==> src/rtl/synch_fifo_pkg.sv <==
// Shared definitions for the flagged synchronous FIFO: pointer decode helpers,
// address-width computation and parameter legality checks.
package synch_fifo_pkg;

    typedef struct packed {
        logic ovf;
        logic udf;
    } err_flags_t;

    function automatic int addr_width(input int depth);
        return $clog2(depth);
    endfunction

    function automatic logic ptr_empty(input logic [31:0] wr_ptr, input logic [31:0] rd_ptr);
        return wr_ptr == rd_ptr;
    endfunction

    // Full when the address bits match and only the wrap bit differs.
    function automatic logic ptr_full(input logic [31:0] wr_ptr, input logic [31:0] rd_ptr,
                                      input int addr_w);
        return (wr_ptr ^ rd_ptr) == (32'd1 << addr_w);
    endfunction

    function automatic logic params_legal(input int width, input int depth, input int afull_th,
                                          input int aempty_th, input int fwft);
        return (width >= 1) && (depth >= 4) && ((depth & (depth - 1)) == 0) &&
               (aempty_th >= 1) && (aempty_th < afull_th) && (afull_th <= depth - 1) &&
               ((fwft == 0) || (fwft == 1));
    endfunction

endpackage

==> src/rtl/fifo_ram_2p.sv <==
// Storage array for the FIFO: synchronous write port, asynchronous read port.
module fifo_ram_2p #(
    parameter  int WIDTH  = 4,
    parameter  int DEPTH  = 16,
    localparam int ADDR_W = $clog2(DEPTH)
) (
    input  logic              clk,
    input  logic              wr_en,
    input  logic [ADDR_W-1:0] wr_addr,
    input  logic [WIDTH-1:0]  wr_data,
    input  logic [ADDR_W-1:0] rd_addr,
    output logic [WIDTH-1:0]  rd_data
);

    logic [WIDTH-1:0] mem [DEPTH];

    always_ff @(posedge clk) begin
        if (wr_en) begin
            mem[wr_addr] <= wr_data;
        end
    end

    assign rd_data = mem[rd_addr];

endmodule

==> src/rtl/synch_fifo_flagged.sv <==
// Single-clock FIFO with occupancy count, threshold flags, optional
// first-word-fall-through output and pulsed/sticky overflow and underflow reporting.
module synch_fifo_flagged
    import synch_fifo_pkg::*;
#(
    parameter  int WIDTH     = 4,
    parameter  int DEPTH     = 16,
    parameter  int AFULL_TH  = 12,
    parameter  int AEMPTY_TH = 2,
    parameter  int FWFT      = 0,
    localparam int ADDR_W    = addr_width(DEPTH)
) (
    input  logic              clk_i,
    input  logic              rst_i,
    input  logic              wr_en_i,
    input  logic [WIDTH-1:0]  wdata_i,
    input  logic              rd_en_i,
    output logic [WIDTH-1:0]  rdata_o,
    output logic              full_o,
    output logic              empty_o,
    output logic              almost_full_o,
    output logic              almost_empty_o,
    output logic [ADDR_W:0]   count_o,
    input  logic              err_clr_i,
    output logic              error_o,
    output logic              ovf_o,
    output logic              udf_o
);

    if (!params_legal(WIDTH, DEPTH, AFULL_TH, AEMPTY_TH, FWFT)) begin : g_bad_params
        $error("synch_fifo_flagged: illegal WIDTH/DEPTH/threshold/FWFT combination");
    end

    localparam logic [ADDR_W:0] AF_LVL = (ADDR_W + 1)'(AFULL_TH);
    localparam logic [ADDR_W:0] AE_LVL = (ADDR_W + 1)'(AEMPTY_TH);

    logic [ADDR_W:0]  wr_ptr;
    logic [ADDR_W:0]  rd_ptr;
    logic [ADDR_W:0]  count;
    logic             rd_acc;
    logic             wr_acc;
    logic             ovf_ev;
    logic             udf_ev;
    logic             error_q;
    err_flags_t       err_q;
    logic [WIDTH-1:0] ram_rdata;

    assign empty_o        = ptr_empty(32'(wr_ptr), 32'(rd_ptr));
    assign full_o         = ptr_full(32'(wr_ptr), 32'(rd_ptr), ADDR_W);
    assign almost_full_o  = (count >= AF_LVL);
    assign almost_empty_o = (count <= AE_LVL);
    assign count_o        = count;

    // A write into a full FIFO is only legal when a read frees a slot in the same cycle.
    assign rd_acc = rd_en_i & ~empty_o;
    assign wr_acc = wr_en_i & (~full_o | rd_acc);
    assign ovf_ev = wr_en_i & ~wr_acc;
    assign udf_ev = rd_en_i & empty_o;

    always_ff @(posedge clk_i) begin
        if (rst_i) begin
            wr_ptr <= '0;
            rd_ptr <= '0;
            count  <= '0;
        end else begin
            if (wr_acc) begin
                wr_ptr <= wr_ptr + 1'b1;
            end
            if (rd_acc) begin
                rd_ptr <= rd_ptr + 1'b1;
            end
            case ({wr_acc, rd_acc})
                2'b10:   count <= count + 1'b1;
                2'b01:   count <= count - 1'b1;
                default: count <= count;
            endcase
        end
    end

    // Sticky flags: a new event in the same cycle as err_clr_i keeps the flag set.
    always_ff @(posedge clk_i) begin
        if (rst_i) begin
            error_q <= 1'b0;
            err_q   <= '0;
        end else begin
            error_q   <= ovf_ev | udf_ev;
            err_q.ovf <= ovf_ev | (err_q.ovf & ~err_clr_i);
            err_q.udf <= udf_ev | (err_q.udf & ~err_clr_i);
        end
    end

    assign error_o = error_q;
    assign ovf_o   = err_q.ovf;
    assign udf_o   = err_q.udf;

    fifo_ram_2p #(
        .WIDTH (WIDTH),
        .DEPTH (DEPTH)
    ) u_ram (
        .clk     (clk_i),
        .wr_en   (wr_acc & ~rst_i),
        .wr_addr (wr_ptr[ADDR_W-1:0]),
        .wr_data (wdata_i),
        .rd_addr (rd_ptr[ADDR_W-1:0]),
        .rd_data (ram_rdata)
    );

    if (FWFT != 0) begin : g_fwft
        assign rdata_o = empty_o ? '0 : ram_rdata;
    end else begin : g_std
        logic [WIDTH-1:0] rdata_q;

        always_ff @(posedge clk_i) begin
            if (rst_i) begin
                rdata_q <= '0;
            end else if (rd_acc) begin
                rdata_q <= ram_rdata;
            end
        end

        assign rdata_o = rdata_q;
    end

endmodule

==> config.mk <==
export PLATFORM = sky130hd
export DESIGN_NAME = synch_fifo_flagged
export DESIGN_NICKNAME = d
export VERILOG_FILES = /design/src/rtl/synch_fifo_pkg.sv /design/src/rtl/fifo_ram_2p.sv /design/src/rtl/synch_fifo_flagged.sv
export SDC_FILE = /design/constraint.sdc
export NUM_CORES = 1
export LEC_CHECK = 0
export BUFFER_PORTS_ARGS = -buffer_cell sky130_fd_sc_hd__buf_2
export CAP_MARGIN = 20
export CORE_UTILIZATION = 34
export DETAILED_ROUTE_END_ITERATION = 10
export HOLD_SLACK_MARGIN = 0.12
export PLACE_DENSITY = 0.54
export RECOVER_POWER = 50
export SYNTH_ARGS = -nofsm -noshare
export SYNTH_HDL_FRONTEND = slang
export SYNTH_SLANG_ARGS = --single-unit
export TNS_END_PERCENT = 100
==> constraint.sdc <==
create_clock -name clk_i -period 4.3 [get_ports clk_i]
set_input_delay 0 -clock clk_i [delete_from_list [all_inputs] [get_ports clk_i]]
set_output_delay 0 -clock clk_i [all_outputs]
set_load 0.03 [all_outputs]
==> results.py, run 1 <==
metrics = {
    "clock_tree": {
        "cts-resized-gates": 0,
        "cts_made_buffers": 9,
        "path_clk_slew_ns": 0.10,
        "hold_buffers": 11,
        "cts-htree-levels": 3,
        "numClockSinks": 86,
        "ctsRootBufferMaster": "sky130_fd_sc_hd__clkbuf_8",
        "post_cts_buffers": 0,
        "clock_insertion_delay_worst_skew_ns": 0.36,
        "tritoncts": "yes",
        "largest_buffer_count_on_any_clock_path": 2,
    },
    "layout": {
        "areaGrowthSynthToFinish_pct": 13.1,
        "fill_cells": 1041,
        "layout.area.seq_um2": 2360,
        "layout.nets": 320,
        "layout.cells.most_common_list": "sky130_fd_sc_hd__edfxtp_1, sky130_fd_sc_hd__nor2_1, sky130_fd_sc_hd__dfxtp_1, sky130_fd_sc_hd__clkbuf_1, sky130_fd_sc_hd__nor3_1",
        "area_of_the_multi_input_gates_um2": 1310,
        "num_antenna_cells": 0,
        "mostFrequentLayoutCell": "sky130_fd_sc_hd__edfxtp_1",
        "drive_above_1_share": 0.150,
        "final_core_utilization": 0.395,
    },
    "drt": {
        "drt-vias-per-instance": 4.92,
        "uppermost_routed_layer": "met4",
        "post-route-drc-count": 0,
        "final_antenna_net_count": 0,
        "detail_route.iter0.violations": 90,
        "drt_pass1_iterations": 5,
        "met3RoutedLength_um": 163,
        "met2_wirelength_um": 3410,
        "postRouteWirelength_um": 7170,
        "route.layer.met1.wl_um": 3490,
        "detailroute.via_count": 2199,
        "route.detailed.wl_per_inst_um": 16.0,
    },
    "pwr": {
        "total_leakage_power_nw": 1.40,
        "sw_frac_of_total": 0.320,
        "comb_power_share": 0.186,
        "net_load_switching_power_w": 0.000607,
        "internal_power_w": 0.00129,
        "ir_drop_mv": 0.141,
        "share_clk_of_total_power": 0.306,
        "cellPowerDensity_nw_per_um2": 442,
        "sequentialPowerShare": 0.508,
    },
    "sta": {
        "total_setup_violations_reported_at_the_end_of_the_flow": 0,
        "final.setup_skew_ns": 0.00914,
        "timing.final.crit_period_ns": 2.99,
        "setup-tns-final_ns": 0,
        "final_max_slew_viols": 0,
        "fmax_mhz": 335,
        "grt_setup_unrepaired": "false",
        "finalHoldViolations": 0,
        "transition_time_of_the_tightest_slew_check_pin_ns": 0.766,
        "fin_crit_share": 0.694,
        "timing.slew.headroom": 0.486,
    },
    "synthesis": {
        "netlist_top_cells_area": "sky130_fd_sc_hd__edfxtp_1, sky130_fd_sc_hd__dfxtp_1, sky130_fd_sc_hd__mux4_2",
        "syn-mean-instance-area_um2": 14.1,
        "synthesis.instances": 269,
        "yosysTopAreaCellShare": 0.507,
        "synth.yosys.warnings": 0,
        "netlist.top_cell.by_area": "sky130_fd_sc_hd__edfxtp_1",
        "synth_sequential_area_ratio": 0.623,
        "syn-cell-area_um2": 3790,
        "ys_types": 40,
        "synth-seq-cells": 86,
        "synth_fp_nets": 287,
    },
    "floorplan": {
        "num_io_pins": 25,
        "die_area_um2": 11600,
        "placementRows": 38,
        "die_h_um": 108,
        "standard_cell_core_area_um2": 10800,
        "chipWidth_um": 108,
        "floorplan.initialDensity": 0.350,
    },
    "critical_path": {
        "critPathCapture": "count_o[4]",
        "rr_startpoint": "rd_ptr[0]",
        "timing.critical_path.from_type": "flip-flop",
        "worstRegToRegCells": 8,
        "end_kind": "flip-flop",
        "critical_path_arrival_ns": 3.24,
        "worst-path-max-fanout": 14,
        "reg2reg_slack_ns": 1.31,
        "worstSetupPathType": "flip-flop to flip-flop",
        "critPathLaunch": "rd_ptr[0]",
        "r2r-end": "count_o[4]",
        "crit_required_ns": 4.55,
    },
    "placed_design": {
        "placement.io_buffers": 24,
        "dp_hpwl_um": 4830,
        "gp_routability_congestion": 0.748,
    },
    "grt": {
        "grt_use_total": 0.133,
        "grt_pass1_vias": 2149,
        "grt_start_max_net_pins": 30,
        "grt_remaining_overflow": 0,
        "global_route_wire_length_before_repair_um": 11400,
        "antenna_violations_before_repair": 0,
    },
    "job": {
        "cap_violations": 0,
    },
    "hold_path": {
        "hold_class": "primary input to flip-flop",
    },
    "status": {
        "run_status": "completed",
    },
}
-- layout make-up --
cell class | instances | share of cell area
sequential | 86 | 0.551
multi-input combinational | 165 | 0.306
timing repair buffer | 37 | 0.0520
tap | 140 | 0.0409
clock buffer | 9 | 0.0289
clock inverter | 7 | 0.0184
inverter | 3 | 0.00263
-- power by group through the flow --
| stage | sequential [W] | clock [W] | combinational [W] |
|---|---|---|---|
| finish | 0.000963 | 0.000580 | 0.000353 |
| global route | 0.000971 | 0.000626 | 0.000392 |
| CTS | 0.000962 | 0.000593 | 0.000370 |
| detailed placement | 0.000982 | 0 | 0.000358 |
| global placement | 0.000981 | 0 | 0.000356 |
| floorplan | 0.00102 | 0 | 0.000242 |
-- critical path: stages (launching register included) --
cell,delay [ns]
sky130_fd_sc_hd__dfxtp_1,0.67
sky130_fd_sc_hd__xnor2_1,0.16
sky130_fd_sc_hd__and4_1,0.30
sky130_fd_sc_hd__a211oi_4,0.49
sky130_fd_sc_hd__ha_1,0.35
sky130_fd_sc_hd__a21o_1,0.19
sky130_fd_sc_hd__a21oi_1,0.16
sky130_fd_sc_hd__mux2i_1,0.22
sky130_fd_sc_hd__mux2_1,0.33
-- logic make-up after synthesis --
kind of cell	share of synthesized area
flops	0.623
simple gates	0.105
compound gates	0.0631
mux	0.110
buf+inv	0.0300
xor+xnor	0.0370
fa+ha+maj	0.0317
-- stage by stage --
stage / total power, W / std cells / cell area (um2) / hold slack (ns) / setup WS (ns)
detailed placement: 0.00134 / 420 / 4000 / 0.289 / 1.41
finish: 0.00190 / 447 / 4290 / 0.449 / 1.31
global placement: 0.00134 / 420 / 4000 / 0.279 / 1.48
floorplan: 0.00126 / 269 / 3790 / 0.0989 / 1.72
CTS: 0.00192 / 447 / 4310 / 0.442 / 1.41
global route: 0.00199 / 447 / 4290 / 0.477 / 1.08
-- how the worst min path moves through the flow --
stage / startpoint / end / slack, ns / cells past startpoint
6_report: err_clr_i / ovf_o / 0.45 / 4
5_1_grt: err_clr_i / ovf_o / 0.48 / 4
4_1_cts: err_clr_i / ovf_o / 0.44 / 4
3_5_place_dp: err_clr_i / udf_o / 0.29 / 3
3_3_place_gp: err_clr_i / ovf_o / 0.28 / 3
2_1_floorplan: wdata_i[0] / u_ram.mem[0][0] / 0.1 / 0
-- flip-flops by register name (all words and copies together) (netlist names) --
name,count
rdata_o,4
udf_o,1
rd_ptr,5
wr_ptr,5
error_o,1
count_o,5
u_ram.mem,64
ovf_o,1
-- synth_stat cells --
| library cell | count |
|---|---|
| sky130_fd_sc_hd__and2b_1 | 1 |
| sky130_fd_sc_hd__a311o_1 | 1 |
| sky130_fd_sc_hd__or3_1 | 1 |
| sky130_fd_sc_hd__mux2i_1 | 2 |
| sky130_fd_sc_hd__a31oi_1 | 2 |
| sky130_fd_sc_hd__buf_2 | 2 |
| sky130_fd_sc_hd__inv_1 | 3 |
| sky130_fd_sc_hd__o211ai_1 | 1 |
| sky130_fd_sc_hd__clkbuf_8 | 1 |
| sky130_fd_sc_hd__o21ai_0 | 3 |
| sky130_fd_sc_hd__clkbuf_1 | 6 |
| sky130_fd_sc_hd__nand4_1 | 4 |
| sky130_fd_sc_hd__mux2i_2 | 1 |
| sky130_fd_sc_hd__dfxtp_1 | 22 |
| sky130_fd_sc_hd__a21oi_1 | 10 |
| sky130_fd_sc_hd__nand2_1 | 10 |
| sky130_fd_sc_hd__nand2b_1 | 7 |
| sky130_fd_sc_hd__xnor2_1 | 12 |
| sky130_fd_sc_hd__a211oi_1 | 8 |
| sky130_fd_sc_hd__mux2_1 | 2 |
| sky130_fd_sc_hd__a2111oi_0 | 1 |
| sky130_fd_sc_hd__buf_4 | 3 |
| sky130_fd_sc_hd__o22ai_1 | 4 |
| sky130_fd_sc_hd__nor3_1 | 15 |
| sky130_fd_sc_hd__and4_4 | 1 |
| sky130_fd_sc_hd__a211oi_4 | 1 |
| sky130_fd_sc_hd__nand3_1 | 2 |
| sky130_fd_sc_hd__mux4_2 | 12 |
| sky130_fd_sc_hd__fa_1 | 1 |
| sky130_fd_sc_hd__ha_1 | 8 |
| sky130_fd_sc_hd__nor2b_1 | 5 |
| sky130_fd_sc_hd__mux2_2 | 8 |
| sky130_fd_sc_hd__xor2_1 | 4 |
| sky130_fd_sc_hd__nand4b_1 | 3 |
| sky130_fd_sc_hd__nor3b_1 | 2 |
| sky130_fd_sc_hd__edfxtp_1 | 64 |
| sky130_fd_sc_hd__a21o_1 | 3 |
| sky130_fd_sc_hd__nor2_1 | 29 |
| sky130_fd_sc_hd__buf_6 | 3 |
| sky130_fd_sc_hd__o31ai_1 | 1 |
-- routing by layer --
layer,up-vias,global-route usage
met1,1082,0.180
li1,1079,-
met4,0,0.0528
met2,28,0.213
met3,10,0.0218
met5,-,0
Power figures use the tool's default switching activity.
==> run 2: changes to the inputs <==
- clock period: 4.3 -> 3.1 ns (I/O delays scaled with it)
==> run 2 against run 1 <==
Sequential power increased by 37%. Fmax increased by 7.6%. Global-route usage increased by 0.85 points. Setup slack got worse by 0.99 ns. Cell count increased by 1.1%. First-iteration DRC count increased by 86%. Die area unchanged. Clock power increased by 33%. Total power increased by 38%. Largest power group unchanged.
==> results.py, run 2 (synthesis gave the netlist of run 1 again) <==
metrics = {
    "status": {
        "run_status": "completed",
    },
    "layout": {
        "num_antenna_cells": 0,
        "layout.nets": 327,
        "largest_register_ffs": 64,
        "drive_above_1_share": 0.163,
        "areaGrowthSynthToFinish_pct": 14.1,
        "fill_cells": 1031,
        "regMostFlops": "u_ram.mem",
        "mostFrequentLayoutCell": "sky130_fd_sc_hd__edfxtp_1",
        "layout.area.seq_um2": 2360,
        "area_of_the_multi_input_gates_um2": 1310,
        "layout.cells.most_common_list": "sky130_fd_sc_hd__edfxtp_1, sky130_fd_sc_hd__nor2_1, sky130_fd_sc_hd__dfxtp_1, sky130_fd_sc_hd__clkbuf_1, sky130_fd_sc_hd__nor3_1",
    },
    "drt": {
        "postRouteWirelength_um": 7460,
        "route.detailed.wl_per_inst_um": 16.5,
        "final_antenna_net_count": 0,
        "detail_route.iter0.violations": 167,
        "drt_pass1_iterations": 4,
        "detailroute.via_count": 2253,
        "post-route-drc-count": 0,
        "drt-vias-per-instance": 4.98,
    },
    "critical_path": {
        "worst-path-max-fanout": 10,
        "critPathLaunch": "wr_ptr[2]",
        "rr_startpoint": "wr_ptr[2]",
        "critical_path_arrival_ns": 3.02,
        "crit_path_top_delay_cell": "sky130_fd_sc_hd__dfxtp_1",
        "timing.critical_path.from_type": "flip-flop",
        "reg2reg_slack_ns": 0.32,
        "end_kind": "flip-flop",
        "worstRegToRegCells": 8,
        "worstSetupPathType": "flip-flop to flip-flop",
        "worstPathCellList": "xnor2_1, and4_4, a211oi_4, ha_1, a21o_1, a21oi_1, mux2i_1, mux2_1",
        "critPathCapture": "count_o[4]",
        "crit_required_ns": 3.35,
        "r2r-end": "count_o[4]",
        "crit_path_max_incr_delay_ns": 0.54,
    },
    "hold_path": {
        "hold_class": "flip-flop to flip-flop",
    },
    "sta": {
        "timing.hold.ws_ns": 0.498,
        "finalHoldViolations": 0,
        "transition_time_of_the_tightest_slew_check_pin_ns": 0.764,
        "final.setup_skew_ns": 0.00913,
        "timing.slew.headroom": 0.491,
        "final_max_slew_viols": 0,
        "total_setup_violations_reported_at_the_end_of_the_flow": 0,
        "fin_crit_share": 0.896,
        "timing.final.crit_period_ns": 2.78,
        "setup-tns-final_ns": 0,
        "fmax_mhz": 360,
        "grt_setup_unrepaired": "false",
    },
    "floorplan": {
        "standard_cell_core_area_um2": 10800,
        "num_io_pins": 25,
        "chipWidth_um": 108,
        "die_h_um": 108,
        "placementRows": 38,
        "die_area_um2": 11600,
        "floorplan.initialDensity": 0.350,
    },
    "grt": {
        "global_route_wire_length_before_repair_um": 11900,
        "grt_most_used_layer": "met2",
        "grt_remaining_overflow": 0,
        "grt_use_total": 0.142,
        "antenna_violations_before_repair": 0,
        "grt_use_met1": 0.196,
        "grtUsageMet2": 0.218,
        "groute.layer.met3.usage": 0.0254,
        "grt_pass1_vias": 2209,
        "grt_start_max_net_pins": 30,
    },
    "pwr": {
        "ir_drop_mv": 0.252,
        "total_leakage_power_nw": 1.42,
        "cellPowerDensity_nw_per_um2": 605,
    },
    "clock_tree": {
        "tritoncts": "yes",
        "clock_insertion_delay_worst_skew_ns": 0.35,
        "numClockSinks": 86,
        "cts-htree-levels": 3,
        "cts_made_buffers": 9,
        "largest_buffer_count_on_any_clock_path": 2,
        "ctsRootBufferMaster": "sky130_fd_sc_hd__clkbuf_8",
        "path_clk_slew_ns": 0.09,
    },
    "placed_design": {
        "gp_routability_congestion": 0.710,
        "dp_hpwl_um": 4910,
        "placement.io_buffers": 24,
    },
    "job": {
        "cap_violations": 0,
    },
}
-- run 2: where the power goes --
| part | internal (W) | switching (W) | leakage, nW | total [W] |
|---|---|---|---|---|
| registers | 0.00128 | 0.0000425 | 0.756 | 0.00132 |
| clock network | 0.000368 | 0.000404 | 0.0891 | 0.000771 |
| logic | 0.000192 | 0.000328 | 0.579 | 0.000520 |
| total | 0.00184 | 0.000774 | 1.42 | 0.00262 |
-- run 2: through the flow --
| step | instances | util | worst slack [ns] | total power [W] | cell area (um2) |
|---|---|---|---|---|---|
| floorplan | 269 | - | 0.524 | 0.00175 | 3790 |
| global placement | 426 | 0.373 | 0.418 | 0.00187 | 4040 |
| detailed placement | 426 | 0.373 | 0.323 | 0.00187 | 4040 |
| CTS | 452 | 0.401 | 0.316 | 0.00266 | 4350 |
| global route | 452 | 0.399 | 0.139 | 0.00274 | 4330 |
| finish | 452 | 0.399 | 0.324 | 0.00262 | 4330 |
-- run 2: worst min-delay path by stage --
stage                           from  cells after the start         endpoint
after global routing      rdata_o[3]                      2       rdata_o[3]
after global placement     err_clr_i                      3            ovf_o
after floorplan           wdata_i[0]                      0  u_ram.mem[0][0]
after CTS                 rdata_o[1]                      2       rdata_o[1]
final                     rdata_o[3]                      2       rdata_o[3]
after detailed placement   err_clr_i                      3            udf_o
-- run 2: worst max-delay path: cells and delay by family, from the launching register on --
kind / cells / cell delay, ns
compound gates: 3 / 0.81
mux: 2 / 0.56
flops: 1 / 0.54
fa+ha+maj: 1 / 0.36
simple gates: 1 / 0.26
xor+xnor: 1 / 0.14
-- run 2: final cells by class --
class	instances	area share
Sequential cell	86	0.546
Multi-Input combinational cell	165	0.304
Timing Repair Buffer	44	0.0642
Tap cell	140	0.0405
Clock buffer	9	0.0286
Clock inverter	5	0.0142
Inverter	3	0.00260
-- run 2: layer usage --
layer | wire, um | vias to the layer above
met3 | 335 | 8
met4 | 104 | 0
met5 | 0 | -
li1 | - | 1087
met2 | 3450 | 46
met1 | 3570 | 1112
-- run 2: timing repair --
| action | in CTS | in global routing |
|---|---|---|
| gates resized for setup | 0 | 0 |
| setup endpoints to repair | 0 | 0 |
| buffers inserted | 0 | 0 |
| hold buffers | 12 | 0 |
| hold endpoints to repair | 75 | 0 |
==> run 3: changes to the inputs <==
- BUFFER_PORTS_ARGS: -buffer_cell sky130_fd_sc_hd__buf_2 -> unset
- DONT_BUFFER_PORTS: unset -> 1
- PLACE_DENSITY: 0.54 -> 0.56
==> run 3 against run 2 <==
Critical path depth unchanged. Die area unchanged. Clock skew increased by 0.0041 ns. Worst hold slack got worse by 0.35 ns. Sequential power increased by 6%. Highest routed layer unchanged. Sequential share of layout area increased by 1.4 points. Total power increased by 0.83%. Combinational power decreased by 19%. First-iteration DRC count decreased by 31%. Critical path type unchanged. Register-to-register slack improved by 0.02 ns. Largest cell class unchanged.
==> results.py, run 3 (synthesis gave the netlist of run 1 again) <==
metrics = {
    "drt": {
        "drt-vias-per-instance": 5.09,
        "detailroute.via_count": 2172,
        "drt_pass1_iterations": 4,
        "post-route-drc-count": 0,
        "route.detailed.wl_per_inst_um": 17.4,
        "postRouteWirelength_um": 7420,
        "detail_route.iter0.violations": 115,
        "final_antenna_net_count": 0,
    },
    "placed_design": {
        "preCtsSetupSlack_ns": 0.356,
        "gp_routability_congestion": 0.722,
        "dp_hpwl_um": 4760,
        "placement.io_buffers": 0,
    },
    "sta": {
        "timing.final.crit_period_ns": 2.75,
        "fin_crit_share": 0.889,
        "timing.slew.headroom": 0.345,
        "timing.hold.ws_ns": 0.147,
        "finalHoldViolations": 0,
        "final.setup_skew_ns": 0.0133,
        "setup-tns-final_ns": 0,
        "transition_time_of_the_tightest_slew_check_pin_ns": 0.979,
        "fmax_mhz": 363,
        "grt_setup_unrepaired": "false",
        "total_setup_violations_reported_at_the_end_of_the_flow": 0,
        "final_max_slew_viols": 0,
        "worst_slack_ns": 0.346,
    },
    "layout": {
        "final_core_utilization": 0.389,
        "layout.nets": 300,
        "areaGrowthSynthToFinish_pct": 11.3,
        "drive_above_1_share": 0.157,
        "num_antenna_cells": 0,
        "largest_register_ffs": 64,
        "layout.cells.most_common_list": "sky130_fd_sc_hd__edfxtp_1, sky130_fd_sc_hd__nor2_1, sky130_fd_sc_hd__dfxtp_1, sky130_fd_sc_hd__nor3_1",
        "mostFrequentLayoutCell": "sky130_fd_sc_hd__edfxtp_1",
        "regMostFlops": "u_ram.mem",
    },
    "clock_tree": {
        "cts_made_buffers": 9,
        "path_clk_slew_ns": 0.09,
        "tritoncts": "yes",
        "clock_insertion_delay_worst_skew_ns": 0.36,
        "ctsRootBufferMaster": "sky130_fd_sc_hd__clkbuf_8",
        "cts-htree-levels": 3,
        "cts-resized-gates": 0,
        "numClockSinks": 86,
        "largest_buffer_count_on_any_clock_path": 2,
    },
    "grt": {
        "grt_pass1_vias": 2096,
        "grt_remaining_overflow": 0,
        "grt_start_max_net_pins": 28,
        "antenna_violations_before_repair": 0,
        "grt_use_total": 0.138,
        "global_route_wire_length_before_repair_um": 11800,
    },
    "floorplan": {
        "num_io_pins": 25,
        "standard_cell_core_area_um2": 10800,
        "die_area_um2": 11600,
        "die_h_um": 108,
        "chipWidth_um": 108,
        "placementRows": 38,
        "floorplan.initialDensity": 0.350,
    },
    "pwr": {
        "ir_drop_mv": 0.234,
        "total_leakage_power_nw": 1.37,
        "cellPowerDensity_nw_per_um2": 625,
    },
    "critical_path": {
        "critical_path_arrival_ns": 3.00,
        "critPathLaunch": "wr_ptr[2]",
        "end_kind": "flip-flop",
        "worstRegToRegCells": 8,
        "crit_required_ns": 3.34,
        "worstSetupPathType": "flip-flop to flip-flop",
        "timing.critical_path.from_type": "flip-flop",
        "worst-path-max-fanout": 10,
        "rr_startpoint": "wr_ptr[2]",
    },
    "hold_path": {
        "hold_class": "primary input to flip-flop",
        "hold-path-cell-count": 2,
        "hp-start": "wr_en_i",
    },
    "status": {
        "run_status": "completed",
    },
    "job": {
        "cap_violations": 0,
    },
}
run 3: cell types whose count changed in the layout (fill, tap and decap cells not counted), sizes merged:
cell	delta
clkbuf	-16
buf	-7
dlygate4sd3	-3
clkinv	+1
clkinvlp	-1
inv	+1
run 3: layer usage:
metal	up-vias	GRT usage	wire [um]
li1	1041	-	-
met1	1070	0.192	3650
met2	49	0.202	3310
met3	12	0.0387	324
met4	0	0.0509	138
met5	-	0	0
run 3: stage by stage:
| step | power, W | instance area, um2 | instances |
|---|---|---|---|
| 6_report | 0.00264 | 4220 | 427 |
| 5_1_grt | 0.00275 | 4220 | 427 |
| 4_1_cts | 0.00266 | 4220 | 427 |
| 3_5_place_dp | 0.00182 | 3920 | 402 |
| 3_3_place_gp | 0.00181 | 3920 | 402 |
| 2_1_floorplan | 0.00175 | 3790 | 269 |
run 3: cell type report:
cell class                      count  area [um2]
Inverter                            3        11.3
Timing Repair Buffer               17         146
Clock buffer                       10         128
Tap cell                          140         175
Sequential cell                    86        2360
Clock inverter                      6        80.1
Multi-Input combinational cell    165        1320
Fill cell                        1050        6620
run 3: power breakdown:
part	total, W	internal [W]	switching (W)
Sequential	0.00140	0.00128	0.000114
Clock	0.000822	0.000387	0.000436
Combinational	0.000419	0.000170	0.000249
run 3: what timing repair did:
item                                   in CTS  in global routing
hold buffers                                9                  0
buffers inserted                            0                  0
endpoints found under the hold margin      86                  0
run 3: critical path, cell delays in order (launching register included):
cell	delay, ns
sky130_fd_sc_hd__dfxtp_1	0.53
sky130_fd_sc_hd__xnor2_1	0.14
sky130_fd_sc_hd__and4_4	0.26
sky130_fd_sc_hd__a211oi_4	0.44
sky130_fd_sc_hd__ha_1	0.35
sky130_fd_sc_hd__a21o_1	0.19
sky130_fd_sc_hd__a21oi_1	0.17
sky130_fd_sc_hd__mux2i_1	0.21
sky130_fd_sc_hd__mux2_1	0.33
run 3: worst paths after layout:
| path | endpoint | slack (ns) |
|---|---|---|
| max | count_o[4] | 0.35 |
| min | u_ram.mem[8][1] | 0.15 |
| max reg2reg | count_o[4] | 0.35 |
| min reg2reg | wr_ptr[1] | 0.56 |
